`config.mk`:
```
export PLATFORM = sky130hd
export DESIGN_NAME = mem_arbiter
export DESIGN_NICKNAME = d
export VERILOG_FILES = /design/src/rtl/mem_arb_pkg.sv /design/src/rtl/mem_arbiter_rr_arb2.sv /design/src/rtl/mem_arbiter.sv
export SDC_FILE = /design/constraint.sdc
export NUM_CORES = 1
export LEC_CHECK = 0
export BUFFER_PORTS_ARGS = -buffer_cell sky130_fd_sc_hd__buf_4
export CAP_MARGIN = 20
export CORE_AREA = 8 8 97 99
export DETAILED_ROUTE_END_ITERATION = 12
export DIE_AREA = 0 0 105 107
export GPL_TIMING_DRIVEN = 0
export HOLD_SLACK_MARGIN = 0.03
export PLACE_DENSITY = 0.69
export SYNTH_ARGS = -nofsm -noshare
export SYNTH_HDL_FRONTEND = slang
export SYNTH_SLANG_ARGS = --single-unit
```
`constraint.sdc`:
```
create_clock -name clk_i -period 2.7 [get_ports clk_i]
set_input_delay 0.135 -clock clk_i [delete_from_list [all_inputs] [get_ports clk_i]]
set_output_delay 0.135 -clock clk_i [all_outputs]
set_load 0.05 [all_outputs]
```
`src/rtl/mem_arb_pkg.sv`:
```
// Shared types and default widths for the two-master SRAM arbiter.
// Imported by the arbiter top and its round-robin sub-block.
package mem_arb_pkg;

    localparam int unsigned ADDR_W_DEF = 16;
    localparam int unsigned DATA_W_DEF = 32;

    typedef enum logic [1:0] {
        IDLE  = 2'd0,
        RESP0 = 2'd1,
        RESP1 = 2'd2
    } resp_state_e;

    function automatic resp_state_e resp_for(input logic [1:0] gnt);
        resp_state_e s;
        s = IDLE;
        if (gnt[0]) begin
            s = RESP0;
        end else if (gnt[1]) begin
            s = RESP1;
        end
        return s;
    endfunction

endpackage

```
`src/rtl/mem_arbiter_rr_arb2.sv`:
```
// Two-way round-robin arbiter with a combinational grant.
// prio_q names the master that wins when both request.
module rr_arb2
    import mem_arb_pkg::*;
(
    input  logic       clk_i,
    input  logic       rst_i,
    input  logic [1:0] req_i,
    output logic [1:0] gnt_o
);

    logic prio_q;
    logic prio_d;

    always_comb begin
        gnt_o = 2'b00;
        if (!rst_i) begin
            unique case (req_i)
                2'b01:   gnt_o = 2'b01;
                2'b10:   gnt_o = 2'b10;
                2'b11:   gnt_o = prio_q ? 2'b10 : 2'b01;
                default: gnt_o = 2'b00;
            endcase
        end
    end

    // Priority always moves to the master that lost (or did not ask).
    always_comb begin
        prio_d = prio_q;
        if (gnt_o[0]) begin
            prio_d = 1'b1;
        end else if (gnt_o[1]) begin
            prio_d = 1'b0;
        end
    end

    always_ff @(posedge clk_i) begin
        if (rst_i) begin
            prio_q <= 1'b0;
        end else begin
            prio_q <= prio_d;
        end
    end

endmodule

```
`src/rtl/mem_arbiter.sv`:
```
// Two-master single-port SRAM arbiter, one transaction per cycle,
// fixed one-cycle grant-to-response latency.
module mem_arbiter
    import mem_arb_pkg::*;
#(
    parameter int unsigned ADDR_WIDTH = ADDR_W_DEF,
    parameter int unsigned DATA_WIDTH = DATA_W_DEF
) (
    input  logic                    clk_i,
    input  logic                    rst_i,

    input  logic                    m0_req_i,
    input  logic                    m0_we_i,
    input  logic [DATA_WIDTH/8-1:0] m0_be_i,
    input  logic [ADDR_WIDTH-1:0]   m0_addr_i,
    input  logic [DATA_WIDTH-1:0]   m0_wdata_i,
    output logic                    m0_gnt_o,
    output logic                    m0_rvalid_o,
    output logic [DATA_WIDTH-1:0]   m0_rdata_o,

    input  logic                    m1_req_i,
    input  logic                    m1_we_i,
    input  logic [DATA_WIDTH/8-1:0] m1_be_i,
    input  logic [ADDR_WIDTH-1:0]   m1_addr_i,
    input  logic [DATA_WIDTH-1:0]   m1_wdata_i,
    output logic                    m1_gnt_o,
    output logic                    m1_rvalid_o,
    output logic [DATA_WIDTH-1:0]   m1_rdata_o,

    output logic                    mem_ce_o,
    output logic                    mem_we_o,
    output logic [DATA_WIDTH/8-1:0] mem_be_o,
    output logic [ADDR_WIDTH-1:0]   mem_addr_o,
    output logic [DATA_WIDTH-1:0]   mem_wdata_o,
    input  logic [DATA_WIDTH-1:0]   mem_rdata_i
);

    logic [1:0]  gnt;
    resp_state_e state_q;
    resp_state_e state_d;
    logic        we_q;
    logic        we_d;

    rr_arb2 u_arb (
        .clk_i (clk_i),
        .rst_i (rst_i),
        .req_i ({m1_req_i, m0_req_i}),
        .gnt_o (gnt)
    );

    assign m0_gnt_o = gnt[0];
    assign m1_gnt_o = gnt[1];

    always_comb begin
        mem_ce_o    = 1'b0;
        mem_we_o    = 1'b0;
        mem_be_o    = '0;
        mem_addr_o  = '0;
        mem_wdata_o = '0;
        if (gnt[0]) begin
            mem_ce_o    = 1'b1;
            mem_we_o    = m0_we_i;
            mem_be_o    = m0_be_i;
            mem_addr_o  = m0_addr_i;
            mem_wdata_o = m0_wdata_i;
        end else if (gnt[1]) begin
            mem_ce_o    = 1'b1;
            mem_we_o    = m1_we_i;
            mem_be_o    = m1_be_i;
            mem_addr_o  = m1_addr_i;
            mem_wdata_o = m1_wdata_i;
        end
    end

    // The owner's access type travels with the response so write acks
    // return zero data.
    always_comb begin
        state_d = resp_for(gnt);
        we_d    = we_q;
        if (|gnt) begin
            we_d = mem_we_o;
        end
    end

    always_ff @(posedge clk_i) begin
        if (rst_i) begin
            state_q <= IDLE;
            we_q    <= 1'b0;
        end else begin
            state_q <= state_d;
            we_q    <= we_d;
        end
    end

    always_comb begin
        m0_rvalid_o = 1'b0;
        m1_rvalid_o = 1'b0;
        m0_rdata_o  = '0;
        m1_rdata_o  = '0;
        if (!rst_i) begin
            unique case (state_q)
                RESP0: begin
                    m0_rvalid_o = 1'b1;
                    m0_rdata_o  = we_q ? '0 : mem_rdata_i;
                end
                RESP1: begin
                    m1_rvalid_o = 1'b1;
                    m1_rdata_o  = we_q ? '0 : mem_rdata_i;
                end
                default: ;
            endcase
        end
    end

endmodule

```
==> impl_metrics.py, run 1 <==
metrics = {
    "worst_setup_path": {
        "start_kind": "flop",
        "slowest_stage": "dfxtp_1",
        "arrival_ns": 1.62,
        "end_kind": "primary output",
        "cpMostUsedCell": "buf_6",
        "path_cells": "nand2b_1 -> and3b_1 -> buf_6 -> buf_6 -> a22o_1 -> buf_4",
        "cp_max_fo": 10,
        "crit_type": "reg2out",
        "reg2reg_from": "we_q",
        "r2r_setup_slack_ns": 1.58,
        "cp.required_ns": 2.57,
        "crit_path_max_incr_delay_ns": 0.35,
        "startpoint": "u_arb.prio_q",
    },
    "power": {
        "p_leak_nw": 1.927,
        "p_per_area_nw_per_um2": 275.4,
        "ir_drop_mv": 0.1825,
    },
    "finish": {
        "fin_area_sq_um": 3431,
        "regArea_sq_um": 80.08,
        "multi_input_area_sq_um": 1008,
        "area_growth_pct": 167.3,
        "layout.nets": 604,
        "fill_cells": 842,
        "final_cells": 565,
        "drive_above_1_share": 0.6261,
        "antenna_cells": 0,
    },
    "logic_synthesis": {
        "yosys.area.top_type": "a22o_1",
        "synthTopCellsByArea": "a22o_1, nor2_1, nand2b_1",
        "synth.distinct_cells": 19,
        "synth.avg_cell_area_sq_um": 6.617,
        "netlist_area_sq_um": 1284,
        "synth_cells": 194,
        "syn-num-nets": 336,
        "yosysWarnings": 0,
        "yosysSeqAreaShare": 0.06238,
        "synth_top_cell_area_share": 0.3548,
        "ys_seq_elements": 4,
    },
    "clock_tree": {
        "cts-resized-gates": 0,
        "clk_pin_slew_ns": 0.03,
        "cts_setup_buffers": 0,
        "tritoncts": "yes",
        "holdBufCountCts": 0,
        "cts-htree-levels": 1,
        "cts.sinks": 4,
        "worstSkewPairLatency_ns": 0.21,
        "clock-root-buffer": "clkbuf_8",
        "clockBufferDepth": 2,
        "cts_buffers": 3,
    },
    "die": {
        "die_y_microns": 107,
        "initial_core_util": 0.1619,
        "die_area_sq_um": 11240,
        "ios": 264,
        "core_area_sq_um": 7928,
        "die_w_microns": 105,
        "core.rowCount": 33,
    },
    "timing": {
        "setup_ws_ns": 0.9462,
        "drv_slew": 0,
        "clock_skew_ns": 0.001384,
        "post-route-period-util": 0.6496,
        "period_needed_ns": 1.754,
        "setup_viol": 0,
        "fmax_ghz": 0.5702,
        "worst_slew_pin_slew_ns": 0.3229,
        "rsz0062_at_grt": "no",
        "slew_headroom": 0.7848,
        "hold_ws_ns": 0.2128,
        "finalHoldViolations": 0,
        "setup_tns_ns": 0,
    },
    "drt": {
        "drt_iter0_drc": 73,
        "wl_microns": 10310,
        "vias": 2440,
        "drc_errors": 0,
        "vias_per_cell": 4.319,
        "firstDrtPassIters": 4,
        "antenna_left": 0,
        "routedWlPerCell_microns": 18.24,
    },
    "hold_path": {
        "hp-start": "m1_req_i",
        "hp-class": "in2reg",
    },
    "placed_design": {
        "dp_slack_ns": 1.190,
        "place_congestion": 0.8660,
        "hpwl_microns": 9223,
        "portBuffers": 263,
        "place_inst": 562,
        "dpl_cell_area_sq_um": 3390,
    },
    "run": {
        "max_cap_viol_count": 0,
    },
    "global_route": {
        "grt_use_total": 0.1658,
        "grt_pass1_wl_microns": 15010,
        "grt_pass1_vias": 2635,
        "grt_max_degree": 11,
        "overflow": 0,
        "antenna_found_initial": 0,
    },
    "status": {
        "status": "complete, no violations",
    },
}
==> path summary, 6_finish.rpt <==
check,cells past startpoint,to
setup reg to reg,3,we_q
hold reg to reg,2,u_arb.prio_q
hold / removal,2,state_q[1]
setup / recovery,6,mem_addr_o[3]
==> per-layer routing <==
layer | part of all wire | vias up | global-route usage
met1 | 0.41 | 1123 | 0.1989
met2 | 0.51 | 103 | 0.2887
met4 | 0.0092 | 0 | 0.02650
met3 | 0.064 | 6 | 0.05039
li1 | - | 1208 | -
met5 | 0 | - | 0
==> layout make-up <==
class                           count  area share
Sequential cell                     4     0.02334
Multi-Input combinational cell    165      0.2939
Timing Repair Buffer              263      0.5755
Tap cell                          105     0.03829
Clock buffer                        3     0.01204
Buffer                             23     0.05470
Inverter                            2    0.002188
==> state kept, by name, summed over array words and instances, names as in the netlist <==
register / count
state_q: 2
u_arb.prio_q: 1
we_q: 1
==> critical path: cells and delay by family (launching register included) <==
kind                   cells  cell delay (ns)
AND/OR/NAND/NOR            2             0.37
AO/OA/AOI/OAI              1             0.16
flip-flops                 1             0.35
buffers and inverters      3             0.51
==> kinds of logic after synthesis <==
| family | synth area share |
|---|---|
| buffers and inverters | 0.1520 |
| flip-flops | 0.06238 |
| AND/OR/NAND/NOR | 0.4035 |
| AO/OA/AOI/OAI | 0.3821 |
==> synthesized netlist by cell type <==
cell and number:
nor2_1 68, a22o_1 52, nand2b_1 34, buf_6 12, buf_2 6, clkbuf_1 4
dfxtp_1 4, a21oi_1 2, and3b_1 2, a21boi_2 1, a32oi_1 1, buf_4 1
inv_1 1, inv_2 1, nand2_1 1, nor2b_1 1, nor2b_4 1, o21ai_0 1
or3b_1 1
==> layout by cell type (no fill, tap or decap) <==
| cell type | Yosys | final |
|---|---|---|
| a21boi_2 | 1 | 1 |
| a21oi_1 | 2 | 2 |
| a22o_1 | 52 | 52 |
| a32oi_1 | 1 | 1 |
| and3b_1 | 2 | 2 |
| buf_2 | 6 | 6 |
| buf_4 | 1 | 264 |
| buf_6 | 12 | 12 |
| clkbuf_1 | 4 | 4 |
| clkbuf_8 | 0 | 3 |
| dfxtp_1 | 4 | 4 |
| inv_1 | 1 | 1 |
| inv_2 | 1 | 1 |
| nand2_1 | 1 | 1 |
| nand2b_1 | 34 | 34 |
| nor2_1 | 68 | 68 |
| nor2b_1 | 1 | 1 |
| nor2b_4 | 1 | 1 |
| o21ai_0 | 1 | 1 |
| or3b_1 | 1 | 1 |
==> per-stage QoR <==
stage | util | total power, mW
after floorplan | - | 0.5045
after global placement | 0.4276 | 0.8169
after detailed placement | 0.4276 | 0.8226
after CTS | 0.4328 | 0.9521
after global routing | 0.4328 | 0.9915
final | 0.4328 | 0.9450
==> where the power goes <==
| group | switching, mW | total [mW] | internal [mW] |
|---|---|---|---|
| clock | 0.0289 | 0.124 | 0.0949 |
| sequential | 0.00387 | 0.0675 | 0.0636 |
| combinational | 0.440 | 0.754 | 0.314 |
No activity file was read; power rests on OpenSTA's default activity.
==> inputs of run 2 (changes only) <==
- ABC_AREA: not set -> 1
- CORE_AREA: 8 8 97 99 -> 8 8 95 97
- DIE_AREA: 0 0 105 107 -> 0 0 103 105
- PLACE_DENSITY: 0.69 -> 0.71
- clock period: 2.7 -> 1.7 ns (I/O delays scaled with it)
==> run 2 against run 1 <==
- final cell count grew 19%
- global-route usage shrank 0.44 points
- critical path depth grew 2
- wire length shrank 5.6%
- sequential cell count is the same
- final area is essentially flat
- combinational power grew 53%
- via count grew 12%
- sequential share of layout area is essentially flat
- synthesized cell count grew 58%
==> impl_metrics.py, run 2 <==
metrics = {
    "status": {
        "status": "complete, no violations",
    },
    "die": {
        "die_area_sq_um": 10820,
        "initial_core_util": 0.1707,
        "core_area_sq_um": 7527,
        "die_y_microns": 105,
        "ios": 264,
        "core.rowCount": 32,
        "die_w_microns": 103,
    },
    "drt": {
        "firstDrtPassIters": 4,
        "antenna_left": 0,
        "drc_errors": 0,
        "drt_iter0_drc": 63,
        "wl_microns": 9729,
        "vias": 2742,
        "routedWlPerCell_microns": 14.43,
        "vias_per_cell": 4.068,
    },
    "timing": {
        "drv_slew": 0,
        "setup_viol": 0,
        "fmax_ghz": 0.6440,
        "rsz0062_at_grt": "no",
        "worst_slew_pin_slew_ns": 0.2296,
        "finalHoldViolations": 0,
        "slew_headroom": 0.8465,
        "post-route-period-util": 0.9134,
        "hold_ws_ns": 0.05508,
        "clock_skew_ns": 0.002398,
        "period_needed_ns": 1.553,
        "setup_tns_ns": 0,
    },
    "finish": {
        "drive_above_1_share": 0.5087,
        "largest_register_ffs": 2,
        "layout_commonest_cell": "buf_4",
        "final_cells": 674,
        "top_register": "state_q",
        "layout.nets": 716,
        "antenna_cells": 0,
        "area_growth_pct": 166.8,
        "mostFrequentLayoutCells": "buf_4, nand2_1, nor2_1",
        "reg_top3": "state_q: 2 flops, u_arb.prio_q: 1 flops, we_q: 1 flops",
    },
    "global_route": {
        "grt_pass1_wl_microns": 14160,
        "grt_max_degree": 11,
        "overflow": 0,
        "grt_use_total": 0.1614,
        "grt_pass1_vias": 2898,
        "antenna_found_initial": 0,
    },
    "logic_synthesis": {
        "postSynth.asyncResetShare": 0,
        "synth_cells": 306,
        "ys.flop_type": "dfxtp_1",
        "yosysWarnings": 0,
        "synth.avg_cell_area_sq_um": 4.199,
        "synth-edff-count": 0,
        "yosysSeqAreaShare": 0.06232,
        "synth.distinct_cells": 14,
        "synth.most_common_cell": "nand2_1",
        "syn-num-nets": 448,
        "yosys.area.top_type": "nand2_1",
        "synthTopCellsByArea": "nand2_1, nor2_1, dfxtp_1",
        "netlist_area_sq_um": 1285,
        "ys_seq_elements": 4,
        "synth_commonest_cells": "nand2_1, nor2_1, buf_4",
        "synth_top_cell_area_share": 0.5755,
    },
    "placed_design": {
        "portBuffers": 263,
        "hpwl_microns": 8820,
        "place_congestion": 0.8881,
        "place_inst": 671,
    },
    "clock_tree": {
        "cts-htree-levels": 1,
        "clock-root-buffer": "clkbuf_8",
        "cts_setup_buffers": 0,
        "holdBufCountCts": 0,
        "tritoncts": "yes",
        "clockBufferDepth": 2,
        "cts-resized-gates": 0,
        "cts_buffers": 3,
        "clk_pin_slew_ns": 0.03,
        "worstSkewPairLatency_ns": 0.22,
        "cts.sinks": 4,
    },
    "power": {
        "p_sw_mw": 0.7677,
        "p_per_area_nw_per_um2": 424.4,
        "clock_power_share": 0.139,
        "power.share.sequential": 0.071,
        "p_int_mw": 0.6872,
        "p_leak_nw": 2.254,
        "ir_drop_mv": 0.2321,
        "p_total_mw": 1.455,
        "combPwrFrac": 0.790,
        "sw_frac_of_total": 0.5277,
    },
    "worst_setup_path": {
        "arrival_ns": 1.47,
        "end_kind": "primary output",
        "cp.required_ns": 1.62,
        "crit_type": "reg2out",
        "cp_max_fo": 10,
        "start_kind": "flop",
    },
    "hold_path": {
        "hp-class": "in2reg",
    },
    "run": {
        "max_cap_viol_count": 0,
    },
}
## run 2: changes by cell type after synthesis, sizes merged, moves of 2 or more
cell | previous run | this run
and3b | 2 | 0
clkbuf | 4 | 0
nor2 | 68 | 66
a22o | 52 | 0
nand2b | 34 | 0
inv | 2 | 12
nor2b | 2 | 0
nand3 | 0 | 5
nand2 | 1 | 198
## run 2: cells by family after synthesis
kind of cell,share of synthesized area
buffers and inverters,0.1305
AND/OR/NAND/NOR,0.8033
flip-flops,0.06232
AO/OA/AOI/OAI,0.003891
## run 2: final timing paths
check        cells past startpoint             to  slack [ns]         start
max                              8  mem_addr_o[5]        0.15  u_arb.prio_q
min                              2   u_arb.prio_q        0.06         rst_i
max reg2reg                      6           we_q        0.84  u_arb.prio_q
min reg2reg                      2   u_arb.prio_q        0.49  u_arb.prio_q
## run 2: layout make-up
type                       count  area [sq um]
timing repair buffer         263          1974
tap                          102         127.6
buffer                        19         120.1
inverter                      12         47.55
multi-input combinational    271          1037
clock buffer                   3         41.29
sequential                     4         80.08
fill                         800          4099
## run 2: critical path, stage by stage, from the launching register on
cell     delay [ns]
dfxtp_1        0.35
inv_1          0.05
nand2_1        0.11
nand2_2        0.09
inv_4          0.11
buf_4          0.19
nand2_1        0.07
nand2_1        0.08
buf_4          0.20
## run 2: power groups by stage
stage	logic, mW	registers, mW	clock network, mW
2_1_floorplan	0.652	0.104	0
3_3_place_gp	1.15	0.104	0
3_5_place_dp	1.16	0.105	0
4_1_cts	1.16	0.103	0.206
5_1_grt	1.22	0.104	0.211
6_report	1.15	0.103	0.202
## run 2: metal layers
layer  GRT usage  share of wire  vias to the layer above
li1            -              -                     1430
met1      0.1460           0.33                     1138
met2      0.3183           0.52                      162
met3     0.06171           0.13                       12
met4     0.04137          0.018                        0
met5           0              0                        -
## run 2: per-stage QoR
step / worst slack, ns / area, sq um / utilization
after floorplan: 0.2847 / 1285 / -
after global placement: 0.3979 / 3387 / 0.4500
after detailed placement: 0.3699 / 3387 / 0.4500
after CTS: 0.1378 / 3428 / 0.4555
after global routing: 0.04206 / 3428 / 0.4555
final: 0.1472 / 3428 / 0.4555
